$ cat src/rtl/fifobram_fifo.sv
`default_nettype none
// ============================================================================
//  Module   : fifobram_fifo
//  Purpose  : Single-clock FIFO on a simple dual-port BRAM. Registered pop
//             data with a one-cycle rvalid pulse, count-derived status flags,
//             and sticky overflow/underflow flags.
//  Revision : 1.0  initial release
// ============================================================================
module fifobram_fifo #(
   parameter int WIDTH             = 32,
   parameter int LOG2_DEPTH        = 5,
   parameter int ALMOSTFULL_MARGIN = 8
) (
   input  logic                  clk,
   input  logic                  resetn,
   input  logic                  we,
   input  logic [WIDTH-1:0]      wdata,
   input  logic                  re,
   output logic [WIDTH-1:0]      rdata,
   output logic                  rvalid,
   output logic                  almostfull,
   output logic                  empty,
   output logic [LOG2_DEPTH-1:0] count,
   output logic                  overflow,
   output logic                  underflow
);

   localparam int                    DEPTH      = 2 ** LOG2_DEPTH;
   localparam logic [LOG2_DEPTH-1:0] FULL_COUNT = LOG2_DEPTH'(DEPTH - 1);
   localparam logic [LOG2_DEPTH-1:0] AF_LEVEL   = LOG2_DEPTH'(DEPTH - ALMOSTFULL_MARGIN);
   localparam logic [LOG2_DEPTH-1:0] ONE        = LOG2_DEPTH'(1);

   // Storage array: no reset so it maps onto block RAM.
   logic [WIDTH-1:0]      mem [DEPTH];
   logic [LOG2_DEPTH-1:0] wptr;
   logic [LOG2_DEPTH-1:0] rptr;
   logic                  full;
   logic                  wr_ok;
   logic                  rd_ok;

   // One slot is always kept free, so full is one short of DEPTH and the
   // pointers never meet on a live entry.
   assign full       = (count == FULL_COUNT);
   assign empty      = (count == '0);
   assign almostfull = (count >= AF_LEVEL);
   // Both acceptance decisions use the pre-operation count: a write while full
   // is dropped even if a pop frees a slot in the same cycle.
   assign wr_ok      = we & ~full;
   assign rd_ok      = re & ~empty;

   // BRAM write port.
   always_ff @(posedge clk) begin
      if (wr_ok) begin
         mem[wptr] <= wdata;
      end
   end

   // Pointers, occupancy, registered read data and sticky error flags.
   always_ff @(posedge clk or negedge resetn) begin
      if (!resetn) begin
         wptr      <= '0;
         rptr      <= '0;
         count     <= '0;
         rdata     <= '0;
         rvalid    <= 1'b0;
         overflow  <= 1'b0;
         underflow <= 1'b0;
      end else begin
         rvalid <= rd_ok;
         if (wr_ok) begin
            wptr <= wptr + ONE;
         end
         if (rd_ok) begin
            rdata <= mem[rptr];
            rptr  <= rptr + ONE;
         end
         if (wr_ok && !rd_ok) begin
            count <= count + ONE;
         end else if (rd_ok && !wr_ok) begin
            count <= count - ONE;
         end
         if (we && full) begin
            overflow <= 1'b1;
         end
         if (re && empty) begin
            underflow <= 1'b1;
         end
      end
   end

endmodule
`default_nettype wire
$ cat config.mk
export PLATFORM = sky130hd
export DESIGN_NAME = fifobram_fifo
export DESIGN_NICKNAME = d
export VERILOG_FILES = /design/src/rtl/fifobram_fifo.sv
export SDC_FILE = /design/constraint.sdc
export NUM_CORES = 1
export LEC_CHECK = 0
export BUFFER_PORTS_ARGS = -buffer_cell sky130_fd_sc_hd__buf_2
export CAP_MARGIN = 20
export CORE_ASPECT_RATIO = 1.1
export CORE_MARGIN = 2
export CORE_UTILIZATION = 50
export DETAILED_ROUTE_END_ITERATION = 8
export HOLD_SLACK_MARGIN = 0.05
export PLACE_DENSITY = 0.72
export SLEW_MARGIN = 15
export SYNTH_ARGS = -nofsm -noshare
export SYNTH_HDL_FRONTEND = slang
export SYNTH_SLANG_ARGS = --single-unit
$ cat constraint.sdc
create_clock -name clk -period 3.81 [get_ports clk]
set_clock_uncertainty 0.2 [all_clocks]
set_input_delay 0.381 -clock clk [delete_from_list [all_inputs] [get_ports clk]]
set_output_delay 0.381 -clock clk [all_outputs]
set_load 0.1 [all_outputs]
==> flow_summary.ini, run 1 <==
[synthesis]
synth.avg_cell_area_um2 = 20.3
syn-num-nets = 2086
async_reset_ff_share_pct = 4.66
ys_ff_latch = 1074
synth_compound_area_share_pct = 4.21
synth_mux_area_share_pct = 14.0
post_synth_main_area_contributors = edfxtp_1, mux4_2, mux2i_1
synth.yosys.seq_area_share_pct = 77.3
synthDistinctLibCells = 46
ys.flop_type = edfxtp_1
syn_inst = 2040
synth_common_cells = edfxtp_1, mux2i_1, mux4_2, nor2_1, o22ai_1
synthSimpleGateAreaFrac_pct = 2.15
synth_top_family_by_area = multiplexers
synth_fa_ha_area_share_pct = 0.320
yosysMostFrequentCell = edfxtp_1
synth_top_area_share_pct = 74.2
synth_edf_count = 1024
ys_warn_count = 0
synth_xor_area_share_pct = 0.254
yosysTopAreaCell = edfxtp_1
syn_area_um2 = 41400

[timing]
tns_ns = 0
final-setup-viol-count = 0
hold_viol_final = 0
tightest_slew_ns = 0.800
rsz0062_at_grt = no
max_freq_mhz = 311
post-route-period-util_pct = 84.3
finalMaxSlewViolations = 0
post-route-min-period_ns = 3.21
setup_ws_ns = 0.597
hold_ws_ns = 0.0541
slew-limit-headroom_pct = 46.2

[clock_tree]
cts_buffers = 102
cts_setup_buffers = 0
ctsHoldBuffers = 22
htreeDepth = 3
path_clk_slew_ns = 0.06
cts_root_buf = clkbuf_16
cts_resized = 0
cts_buffer_depth = 3
clock-sinks = 1074
cts_tree = built
worstSkewPairLatency_ns = 0.68

[worst_setup_path]
cp-endpoint = rdata[14]$_DFFE_PN0P_
path_class = reg -> reg
crit_buf_inv = 2
end_kind = flip-flop
r2r-end = rdata[14]$_DFFE_PN0P_
reg2regPathDepth = 6
crit_start = rptr[1]$_DFFE_PN0P_
crit_family = flip-flops
path_depth = 6
crit_path_start_kind = flip-flop
slowest_delay_ns = 0.88
cp_slowest_cell = dfrtp_4
path_cells = buf_12 -> buf_4 -> mux2i_1 -> o22ai_1 -> nor4_1 -> a211oi_1
crit_path_max_fanout = 34
worstReg2RegStart = rptr[1]$_DFFE_PN0P_
arrival_ns = 3.54
r2r_slack_ns = 0.60
worstPathRequired_ns = 4.13

[final_layout]
regArea_um2 = 32000
fin_util_pct = 57.9
final_area_um2 = 47400
multi_input_area_um2 = 8930
fillers = 5790
syn_to_final_growth_pct = 14.6
layout.nets = 2271
fin_cells = 3378
layout-drive-gt1-share_pct = 24.2

[drt]
avgRoutedWirePerCell_um = 29.8
drtAntennaViolNets = 0
vias_per_cell = 6.27
wl_um = 101000
first_iter_violations = 2320
vias = 21182
drc = 0
drt_pass1_iterations = 5

[pwr]
p_sw_share_pct = 33.4
power.switching_mw = 12.1
clockPowerShare_pct = 30.0
total_power_mw = 36.2
seqPwrFrac_pct = 40.5
pwr_density_cell_nw_per_um2 = 763
peakVddDrop_mv = 0.448
internal_power_mw = 24.1
p_leak_nw = 15.8
comb_power_share_pct = 29.6

[floorplan]
dieHeight_um = 306
rows = 110
start_util_pct = 50.6
die_w_um = 278
core_area_um2 = 81900
dieArea_um2 = 85200
ioPinCount = 78

[grt]
gr-usage-all-layers_pct = 23.8
first_global_vias = 21666
antenna_found_initial = 0
grt_overflow = 0
grt_max_degree = 75
grt_pass1_wl_um = 148000

[placed_design]
io_buffers = 77
dp_hpwl_um = 58600
place_area_um2 = 43600
pre_cts_slack_ns = 0.643
dp.cells = 3161
place_congestion = 0.847

[status]
run_status = completed

[job]
drv_cap = 0

[min_path]
min_path_type = in -> reg
[sequential cells by signal, summed over array words and instances, names as in the netlist]
register   cells
mem         1024
rdata         32
count          5
rptr           5
wptr           5
overflow       1
rvalid         1
underflow      1
[worst min-delay path by stage]
stage | startpoint | cells after the start | endpoint | slack (ns)
floorplan | resetn | 0 | count[0]$_DFFE_PN0P_ | -0.11
global placement | overflow$_DFFE_PN0P_ | 1 | overflow$_DFFE_PN0P_ | 0.26
detailed placement | overflow$_DFFE_PN0P_ | 1 | overflow$_DFFE_PN0P_ | 0.27
CTS | wdata[23] | 1 | mem[28][23]$_DFFE_PP_ | 0.05
global route | wdata[23] | 1 | mem[22][23]$_DFFE_PP_ | 0.08
finish | wdata[25] | 1 | mem[13][25]$_DFFE_PP_ | 0.05
[cell type report]
cell class              instances  area share [%]
diodes                          1         0.00527
clock buffers                 131            5.93
clock inverters                61            1.74
inverters                       7          0.0554
multi-input cells             841            18.8
flip-flops and latches       1074            67.5
well taps                    1064            2.81
repair buffers                199            3.18
[per-layer routing]
metal / vias to the layer above / global-route usage, % / wire, um
li1: 8787 / - / -
met1: 11151 / 32.1 / 38900
met2: 1073 / 40.2 / 51300
met3: 171 / 3.12 / 7520
met4: 0 / 8.20 / 2960
met5: - / 0 / 0
[cell families after synthesis]
group,after synthesis
flops,1074
mux,417
compound gates,238
simple gates,164
buf+inv,125
xor+xnor,12
fa+ha+maj,10
[power groups by stage]
stage	logic [mW]	clock network (mW)	registers, mW
floorplan	6.57	0	15.9
global placement	10.5	0	14.9
detailed placement	10.7	0	14.9
CTS	10.7	11.0	14.7
global route	11.2	11.4	14.7
finish	10.7	10.8	14.7
[worst reg2reg max path: stages, from the launching register on]
cell and delay [ns]:
dfrtp_4 0.88, buf_12 0.34, buf_4 0.56, mux2i_1 0.30, o22ai_1 0.11, nor4_1 0.57, a211oi_1 0.11
[placed cells by master, fill, tap and decap left out, types with 44 or more instances in the layout]
cell type  synthesis  layout
o22ai_1           96      96
dfrtp_1           50      46
mux4_2           128     128
buf_4             24      87
clkbuf_16          0     104
edfxtp_1        1024    1024
nor2_1            98      66
mux2i_1          287     287
buf_2             38      77
a211oi_1          44      44
Power figures use the tool's default switching activity.
==> run 2: changes to the inputs <==
--- a/config.mk
+++ b/config.mk
@@ -5,6 +5,7 @@
 export SDC_FILE = /design/constraint.sdc
 export NUM_CORES = 1
 export LEC_CHECK = 0
+export ABC_AREA = 1
 export BUFFER_PORTS_ARGS = -buffer_cell sky130_fd_sc_hd__buf_2
 export CAP_MARGIN = 20
 export CORE_ASPECT_RATIO = 1.1
==> constraint.sdc (replaced) <==
create_clock -name clk -period 3.2 [get_ports clk]
set_clock_uncertainty 0.2 [all_clocks]
set_input_delay 0.32 -clock clk [delete_from_list [all_inputs] [get_ports clk]]
set_output_delay 0.32 -clock clk [all_outputs]
set_load 0.1 [all_outputs]
==> run 2 against run 1 <==
Clock-buffer cell count is 1 lower. Routed wire length increased by 18%. Non-clock buffer count up 15. Critical path type unchanged. Highest routed layer unchanged.
==> flow_summary.ini, run 2 <==
[worst_setup_path]
r2r-end = rdata[28]$_DFFE_PN0P_
crit_family = buffers and inverters
reg2regPathDepth = 11
end_kind = flip-flop
r2r_slack_ns = 0.45
crit_path_start_kind = flip-flop
arrival_ns = 3.17
path_class = reg -> reg
cp_slowest_cell = dfrtp_4
crit_top_cell = nand2_1
worstPathRequired_ns = 3.63
path_cells = inv_8 -> buf_12 -> buf_4 -> nand2_1 -> nand2_1 -> nand2_1 -> a21oi_1 -> nor2_1 -> nand2_1 -> nand3_1 -> nand2_1
crit_path_max_fanout = 51
crit_buf_inv = 3
crit_start = rptr[0]$_DFFE_PN0P_
worstReg2RegStart = rptr[0]$_DFFE_PN0P_
slowest_delay_ns = 0.68

[floorplan]
die_w_um = 290
ioPinCount = 78
core_area_um2 = 89200
rows = 115
dieArea_um2 = 92200
start_util_pct = 50.3
dieHeight_um = 318

[grt]
antenna_found_initial = 1
grt_pass1_wl_um = 179000
grt_max_degree = 113
first_global_vias = 29483
gr-usage-all-layers_pct = 26.0
grt_overflow = 0

[final_layout]
fin_util_pct = 57.2
final_common_cell = nand2_1
top_regs = mem x1024, rdata x32
regArea_um2 = 32000
fillers = 7108
syn_to_final_growth_pct = 13.7
multi_input_area_um2 = 10400
fin_cells = 5498
layout.nets = 4289
layout-drive-gt1-share_pct = 8.92
largest_reg_flops = 1024
final_cell_mix = nand2_1, edfxtp_1, nand3_1
largest-register = mem

[synthesis]
synth_mux_area_share_pct = 0
ys_ff_latch = 1074
async_reset_ff_share_pct = 4.66
syn_area_um2 = 44900
ys.flop_type = edfxtp_1
syn_inst = 4144
synth.yosys.seq_area_share_pct = 71.3
synth_common_cells = nand2_1, edfxtp_1, nand3_1, inv_1, nor2_1
ys_warn_count = 0
syn-num-nets = 4190
synth_top_area_share_pct = 68.5
synth.avg_cell_area_um2 = 10.8
post_synth_main_area_contributors = edfxtp_1, nand2_1, nand3_1
synthSimpleGateAreaFrac_pct = 20.8
synth_top_family_by_area = simple AND/OR/NAND/NOR gates
synth_xor_area_share_pct = 0.195
synth_fa_ha_area_share_pct = 0.295
synth_compound_area_share_pct = 1.20
yosysMostFrequentCell = nand2_1
synth_edf_count = 1024
yosysTopAreaCell = edfxtp_1
synthDistinctLibCells = 24

[pwr]
internal_power_mw = 28.2
power.switching_mw = 18.3
clockPowerShare_pct = 27.2
pwr_density_cell_nw_per_um2 = 911
comb_power_share_pct = 35.7
p_sw_share_pct = 39.4
seqPwrFrac_pct = 37.0
peakVddDrop_mv = 0.802
p_leak_nw = 20.4

[drt]
avgRoutedWirePerCell_um = 21.7
vias_per_cell = 5.53
first_iter_violations = 3595
vias = 30385
drc = 0
drt_pass1_iterations = 6
wl_um = 119000
drtAntennaViolNets = 0

[timing]
post-route-min-period_ns = 2.75
post-route-period-util_pct = 85.8
slew-limit-headroom_pct = 42.6
tightest_slew_ns = 0.862
rsz0062_at_grt = no
final-setup-viol-count = 0
finalMaxSlewViolations = 0
hold_viol_final = 0
max_freq_mhz = 364

[placed_design]
dp_hpwl_um = 66800
io_buffers = 77
place_congestion = 0.848
dp.cells = 5273

[clock_tree]
cts_buffer_depth = 3
cts_buffers = 103
clock-sinks = 1074
worstSkewPairLatency_ns = 0.69
htreeDepth = 3
cts_setup_buffers = 0
cts_tree = built
cts_root_buf = clkbuf_16
path_clk_slew_ns = 0.06

[min_path]
min_path_type = in -> async

[job]
drv_cap = 0

[status]
run_status = completed
==> run 2: cell type report <==
type | count | share of cell area, %
clock buffer | 130 | 5.46
inverter | 440 | 3.27
antenna | 1 | 0.00490
tap | 1170 | 2.87
clock inverter | 59 | 1.38
timing repair buffer | 214 | 3.99
multi-input combinational | 2410 | 20.3
sequential | 1074 | 62.7
==> run 2: what timing repair did <==
| action | in CTS | in global routing |
|---|---|---|
| hold buffers | 35 | 0 |
| gates resized for setup | 0 | 0 |
| endpoints found under the hold margin | 1006 | 0 |
==> run 2: layer usage <==
metal,vias up,global-route usage (%),routed length [um]
met4,0,12.0,5300
met2,1631,41.2,56800
met3,292,3.85,11500
met5,-,0,0
met1,14586,35.5,45700
li1,13876,-,-
==> run 2: how the worst max path moves through the flow <==
stage                                  to  cells past startpoint
CTS                 rdata[28]$_DFFE_PN0P_                     11
detailed placement  rdata[29]$_DFFE_PN0P_                     11
finish              rdata[28]$_DFFE_PN0P_                     11
global route         rdata[1]$_DFFE_PN0P_                      9
global placement    rdata[29]$_DFFE_PN0P_                     11
floorplan             mem[0][0]$_DFFE_PP_                      7
==> run 2: tightest hold or removal path, cell delays in order <==
cell and delay [ns]:
dlygate4sd3_1 0.52, buf_2 0.28, buf_12 0.22
==> run 2: stage by stage <==
step	power [mW]	hold WS, ns	instance area [um2]	TNS, ns	setup slack (ns)
after floorplan	28.6	-0.176	45000	-146.18	-0.153
after global placement	33.6	0.183	47200	0	0.603
after detailed placement	33.8	0.198	47200	0	0.563
after CTS	46.5	0.0806	51000	0	0.480
after global routing	48.6	0.117	51000	0	0.293
final	46.5	0.109	51000	0	0.454
==> run 2: kinds of logic (layout without fill, tap and decap cells) <==
group | count (synthesis) | after routing
compound gates | 106 | 106
other cells | 0 | 1
buf+inv | 660 | 843
flops | 1074 | 1074
simple gates | 2284 | 2284
xor+xnor | 10 | 10
fa+ha+maj | 10 | 10
==> run 2: power groups by stage <==
stage	Clock, mW	Sequential (mW)	Combinational (mW)
after floorplan	0	18.9	9.67
after global placement	0	17.5	16.1
after detailed placement	0	17.5	16.3
after CTS	12.7	17.2	16.5
after global routing	13.3	17.3	18.0
final	12.7	17.2	16.6
